File: src/rtl/hazard_pkg.sv
// Shared types and encodings for the MIPS32 five-stage hazard controller.
package hazard_pkg;

    localparam int SB_AW  = 5;
    localparam int FWD_SW = 2;

    localparam logic [FWD_SW-1:0] FWD_RF    = 2'b00;
    localparam logic [FWD_SW-1:0] FWD_EXMEM = 2'b01;
    localparam logic [FWD_SW-1:0] FWD_MEMWB = 2'b10;

    typedef enum logic [1:0] {
        RUN      = 2'b00,
        LU_STALL = 2'b01,
        FREEZE   = 2'b10
    } hz_state_e;

    typedef struct packed {
        logic             valid;
        logic             reg_write;
        logic             mem_read;
        logic [SB_AW-1:0] waddr;
    } sb_entry_t;

    localparam sb_entry_t SB_BUBBLE = '0;

    // Control bits of an invalid instruction are squashed so a bubble never matches.
    function automatic sb_entry_t make_entry(
        input logic             valid,
        input logic             reg_write,
        input logic             mem_read,
        input logic [SB_AW-1:0] waddr
    );
        sb_entry_t e;
        e.valid     = valid;
        e.reg_write = reg_write & valid;
        e.mem_read  = mem_read & valid;
        e.waddr     = waddr;
        return e;
    endfunction

endpackage

File: src/rtl/hazard_match.sv
// Compares one source register against one scoreboard entry; $0 never matches.
module hazard_match
    import hazard_pkg::*;
(
    input  logic [SB_AW-1:0] src,
    input  logic             src_used,
    input  sb_entry_t        entry,
    output logic             hit
);

    assign hit = src_used && entry.valid && entry.reg_write &&
                 (entry.waddr == src) && (src != '0);

endmodule

File: src/rtl/hazard_ctrl.sv
// Hazard/sequencing controller for the five-stage MIPS32 pipe: stalls, flushes, forwarding.
// Optional build macro HAZ_PERF_CNT_EN adds saturating stall/flush/freeze counters.
module hazard_ctrl
    import hazard_pkg::*;
#(
    parameter int REG_AW = SB_AW,
    parameter int FWD_W  = FWD_SW
) (
    input  logic              clk,
    input  logic              reset,
    input  logic              id_valid,
    input  logic [REG_AW-1:0] id_rs,
    input  logic [REG_AW-1:0] id_rt,
    input  logic              id_uses_rs,
    input  logic              id_uses_rt,
    input  logic              id_reg_write,
    input  logic              id_mem_read,
    input  logic [REG_AW-1:0] id_waddr,
    input  logic              ex_redirect,
    input  logic              mem_stall,
    output logic              pc_write_en,
    output logic              ifid_write_en,
    output logic              ifid_flush,
    output logic              idex_write_en,
    output logic              idex_bubble,
    output logic              exmem_write_en,
    output logic [FWD_W-1:0]  fwd_a,
    output logic [FWD_W-1:0]  fwd_b,
    output logic              id_byp_a,
    output logic              id_byp_b,
    output logic [1:0]        state
`ifdef HAZ_PERF_CNT_EN
    ,
    output logic [31:0]       stall_cnt,
    output logic [31:0]       flush_cnt,
    output logic [31:0]       freeze_cnt
`endif
);

    sb_entry_t sb_ex, sb_mem, sb_wb;
    sb_entry_t id_entry;

    logic rs_ex, rs_mem, rs_wb;
    logic rt_ex, rt_mem, rt_wb;

    logic frz, redirect, load_use, squash;
    hz_state_e st;

    logic [FWD_W-1:0] fwd_a_nxt, fwd_b_nxt;

    assign id_entry = make_entry(id_valid, id_reg_write, id_mem_read, id_waddr);

    hazard_match u_rs_ex  (.src(id_rs), .src_used(id_uses_rs), .entry(sb_ex),  .hit(rs_ex));
    hazard_match u_rs_mem (.src(id_rs), .src_used(id_uses_rs), .entry(sb_mem), .hit(rs_mem));
    hazard_match u_rs_wb  (.src(id_rs), .src_used(id_uses_rs), .entry(sb_wb),  .hit(rs_wb));
    hazard_match u_rt_ex  (.src(id_rt), .src_used(id_uses_rt), .entry(sb_ex),  .hit(rt_ex));
    hazard_match u_rt_mem (.src(id_rt), .src_used(id_uses_rt), .entry(sb_mem), .hit(rt_mem));
    hazard_match u_rt_wb  (.src(id_rt), .src_used(id_uses_rt), .entry(sb_wb),  .hit(rt_wb));

    // Priority: freeze > redirect > load-use > run.
    assign frz      = mem_stall;
    assign redirect = !frz && ex_redirect;
    assign load_use = !frz && !redirect && id_valid && sb_ex.mem_read && (rs_ex || rt_ex);
    assign squash   = redirect || load_use;

    // state is a classification of the current cycle, so it is coincident with the enables.
    always_comb begin
        pc_write_en    = 1'b1;
        ifid_write_en  = 1'b1;
        ifid_flush     = 1'b0;
        idex_write_en  = 1'b1;
        idex_bubble    = 1'b0;
        exmem_write_en = 1'b1;
        st             = RUN;
        if (frz) begin
            pc_write_en    = 1'b0;
            ifid_write_en  = 1'b0;
            idex_write_en  = 1'b0;
            exmem_write_en = 1'b0;
            st             = FREEZE;
        end else if (redirect) begin
            ifid_flush  = 1'b1;
            idex_bubble = 1'b1;
        end else if (load_use) begin
            pc_write_en   = 1'b0;
            ifid_write_en = 1'b0;
            idex_bubble   = 1'b1;
            st            = LU_STALL;
        end
    end

    assign state = st;

    // A WB producer only needs the bypass when no younger producer shadows it.
    assign id_byp_a = rs_wb && !rs_ex && !rs_mem;
    assign id_byp_b = rt_wb && !rt_ex && !rt_mem;

    always_comb begin
        fwd_a_nxt = FWD_RF;
        fwd_b_nxt = FWD_RF;
        if (!squash) begin
            if (rs_ex)       fwd_a_nxt = FWD_EXMEM;
            else if (rs_mem) fwd_a_nxt = FWD_MEMWB;
            if (rt_ex)       fwd_b_nxt = FWD_EXMEM;
            else if (rt_mem) fwd_b_nxt = FWD_MEMWB;
        end
    end

    // ---- ID -> EX / EX -> MEM / MEM -> WB scoreboard boundary ----
    always_ff @(posedge clk) begin
        if (reset) begin
            sb_ex  <= SB_BUBBLE;
            sb_mem <= SB_BUBBLE;
            sb_wb  <= SB_BUBBLE;
            fwd_a  <= FWD_RF;
            fwd_b  <= FWD_RF;
        end else if (!frz) begin
            sb_wb  <= sb_mem;
            sb_mem <= sb_ex;
            sb_ex  <= squash ? SB_BUBBLE : id_entry;
            fwd_a  <= fwd_a_nxt;
            fwd_b  <= fwd_b_nxt;
        end
    end

`ifdef HAZ_PERF_CNT_EN
    function automatic logic [31:0] sat_inc(input logic [31:0] v);
        return (&v) ? v : v + 32'd1;
    endfunction

    always_ff @(posedge clk) begin
        if (reset) begin
            stall_cnt  <= '0;
            flush_cnt  <= '0;
            freeze_cnt <= '0;
        end else begin
            if (load_use) stall_cnt  <= sat_inc(stall_cnt);
            if (redirect) flush_cnt  <= sat_inc(flush_cnt);
            if (frz)      freeze_cnt <= sat_inc(freeze_cnt);
        end
    end
`endif

endmodule

File: config.mk
export PLATFORM = sky130hd
export DESIGN_NAME = hazard_ctrl
export DESIGN_NICKNAME = d
export VERILOG_FILES = /design/src/rtl/hazard_pkg.sv /design/src/rtl/hazard_match.sv /design/src/rtl/hazard_ctrl.sv
export SDC_FILE = /design/constraint.sdc
export NUM_CORES = 1
export LEC_CHECK = 0
export CAP_MARGIN = 10
export CELL_PAD_IN_SITES_DETAIL_PLACEMENT = 0
export CELL_PAD_IN_SITES_GLOBAL_PLACEMENT = 2
export CORE_AREA = 2 2 77 79
export DETAILED_ROUTE_END_ITERATION = 12
export DIE_AREA = 0 0 79 81
export PLACE_DENSITY_LB_ADDON = 0.1
export SLEW_MARGIN = 5
export SYNTH_ARGS = -nofsm -noshare
export SYNTH_HDL_FRONTEND = slang
export SYNTH_SLANG_ARGS = --single-unit
File: constraint.sdc
create_clock -name clk -period 2.8 [get_ports clk]
set_input_delay 0.56 -clock clk [delete_from_list [all_inputs] [get_ports clk]]
set_output_delay 0.56 -clock clk [all_outputs]
set_load 0.005 [all_outputs]
==> impl_metrics.toml <==
[worst_setup_path]
path_class = "input pin to output pin"
cp_data_arrival_time_ns = 2.18
r2r_start = "sb_ex[2]"
crit_path_top_delay_cell = "clkdlybuf4s50_1"
cp_slowest_stage_delay_ns = 0.58
crit_fanout = 30
crit_top_cell = "clkdlybuf4s50_1"
cp-end-kind = "output pin"
cp-start-kind = "input pin"
cp_cell_sequence = "clkdlybuf4s50_1, buf_4, nor2b_1, clkdlybuf4s50_1"
required_ns = 2.24
crit_start = "mem_stall"

[timing]
fin_setup_tns_ns = 0
maxSlewHeadroom_pct = 66.1
setup_viol = 0
period_share_pct = 97.9
worst_pin_slew_ns = 0.503
slew_viol_final = 0
period_needed_ns = 2.74
fin_worst_skew_ns = 0.00330
hold_viol = 0
fmax_ghz = 0.365
rsz0062_at_grt = "false"

[place]
dp.cells = 298
routabilityCongestion = 0.822
hpwl_um = 3670
dpl_cell_area_sq_um = 2180
port_buffers = 37

[cts]
clkLatencyLatePin_ns = 0.27
htree_levels = 1
clock_path_buffers = 2
clk_pin_slew_ns = 0.09
numCtsBuffers = 3
numClockSinks = 26
cts_root_buf = "clkbuf_8"
hold_buffers = 0
cts_tree = "done"

[synth]
synth_edf_count = 0
yosysTopAreaCell = "dfxtp_1"
synth-seq-cells = 26
synth_area_sq_um = 1580
yosys-top-cells-area = "dfxtp_1, xnor2_1, mux2i_1, nand2_1, nor2_1"
synth_top_family_by_area = "simple AND/OR/NAND/NOR gates"
synthSimpleGateAreaFrac_pct = 26.5
netlist.area_leader.share_pct = 33.0
synth_cell_type_count = 34
synth.area.mux_share_pct = 12.0
synth-xor-area-share_pct = 15.5
synth_most_common_cell = "dfxtp_1"
post_synth.cell_area_avg_sq_um = 9.29
syn_nets = 194
yosys-top-cells-count = "dfxtp_1, xnor2_1, mux2i_1"
yosysSeqAreaShare_pct = 33.0
ys.flop_type = "dfxtp_1"
yosys_warnings = 0
synth_fa_ha_area_share_pct = 0
synth_compound_area_share_pct = 7.29
synthArstFlopShare_pct = 0
synthCells = 170

[pwr]
p_leak_nw = 0.887
intPower_mw = 0.662
p_seq_share_pct = 45.0
power.switching_mw = 0.205
ir_drop_mv = 0.179
p_per_area_nw_per_um2 = 378
p_comb_share_pct = 18.9
p_clk_share_pct = 36.1
p_sw_share_pct = 23.7

[floorplanning]
rows = 28
dieArea_sq_um = 6400
die_y_um = 81
start_util_pct = 27.8
fp.coreArea_sq_um = 5680
io-pin-count = 38
dieWidth_um = 79

[drt]
viasPerCell = 4.58
vias = 1391
ant_nets = 0
drt_wl_total_um = 4460
drc = 0
wl_per_cell_um = 14.7
first_iter_violations = 22
first_pass_iters = 4

[final_layout]
area_growth_pct = 45.4
finalNonFillerCells = 304
drive_gt1_share_pct = 29.3
antenna_cells = 0
post-route-util_pct = 40.5
nFillCells = 598
nets = 254
final_area_sq_um = 2300

[grt]
first_global_vias = 1505
grt_max_degree = 31
gr-total-overflow = 0
grt_pass1_wl_um = 7480
grt_use_total_pct = 15.2
antenna_found_initial = 0

[run]
max_cap_viol_count = 0

[min_path]
hold_start = "fwd_b[1]"
min_path_type = "flip-flop to flip-flop"

[status]
status = "complete, no violations"
-- stage by stage --
stage | total power, mW | hold WS (ns) | worst slack, ns
2_1_floorplan | 0.477 | 0.449 | 0.283
3_3_place_gp | 0.563 | 0.442 | -0.492
3_5_place_dp | 0.564 | 0.454 | -0.554
4_1_cts | 0.885 | 0.471 | 0.0625
5_1_grt | 0.907 | 0.494 | 0.00267
6_report | 0.867 | 0.471 | 0.0581
-- cells in the final DEF, fill, tap and decap left out, types with 5 or more instances in the layout --
| master | synthesis | layout |
|---|---|---|
| clkdlybuf4s15_2 | 0 | 5 |
| nor2_1 | 18 | 17 |
| xor2_1 | 6 | 6 |
| buf_4 | 4 | 31 |
| nor4_2 | 5 | 5 |
| clkdlybuf4s50_1 | 0 | 19 |
| mux2i_1 | 19 | 19 |
| nand2_1 | 18 | 18 |
| or4_4 | 6 | 6 |
| nand4_1 | 5 | 5 |
| xnor2_1 | 22 | 20 |
| dfxtp_1 | 26 | 26 |
| dlygate4sd2_1 | 0 | 9 |
-- final cells by class --
type / count / area, sq um / area share, %
Multi-Input combinational cell: 128 / 1010 / 44.0
Timing Repair Buffer: 68 / 588 / 25.6
Sequential cell: 26 / 520 / 22.7
Tap cell: 75 / 93.8 / 4.09
Clock buffer: 3 / 41.3 / 1.80
Clock inverter: 1 / 30.0 / 1.31
Inverter: 3 / 11.3 / 0.490
-- worst max-delay path: cells and delay by family --
family	cells	cell delay, ns
and+or+nand+nor	1	0.31
buffers and inverters	3	1.31
-- sequential cells by signal, summed over array words and instances, names as in the netlist --
signal / count
sb_ex: 8
fwd_b: 2
sb_wb: 7
fwd_a: 2
sb_mem: 7
-- final timing paths --
| kind | to | slack (ns) | cells past startpoint |
|---|---|---|---|
| worst max register to register | fwd_a[1] | 0.87 | 7 |
| worst min-delay path | fwd_b[1] | 0.47 | 2 |
| worst min register to register | fwd_b[1] | 0.47 | 2 |
| worst max-delay path | ifid_flush | 0.06 | 4 |
-- power by group through the flow --
stage	logic [mW]	registers, mW	clock network (mW)
floorplan	0.0818	0.395	0
global placement	0.164	0.399	0
detailed placement	0.166	0.399	0
CTS	0.166	0.391	0.328
global route	0.179	0.392	0.336
finish	0.164	0.390	0.313
-- timing repair --
action,4_1_cts,5_1_grt
setup endpoints to repair,6,1
pin swaps,8,0
setup buffers,2,0
resized for setup,42,1
-- per-layer routing --
layer	GRT usage [%]	wire, um	up-vias	part of all wire, %
li1	-	-	712	-
met2	25.3	2070	16	46
met4	4.31	26	0	0.58
met1	20.4	2250	661	50
met3	2.22	116	2	2.6
met5	0	0	-	0
-- logic make-up after synthesis --
family,count (synthesis)
AND/OR/NAND/NOR,68
XOR/XNOR,28
flip-flops,26
multiplexers,19
buffers and inverters,16
AO/OA/AOI/OAI,13
Note: power is estimated with default switching activity, not from simulation.
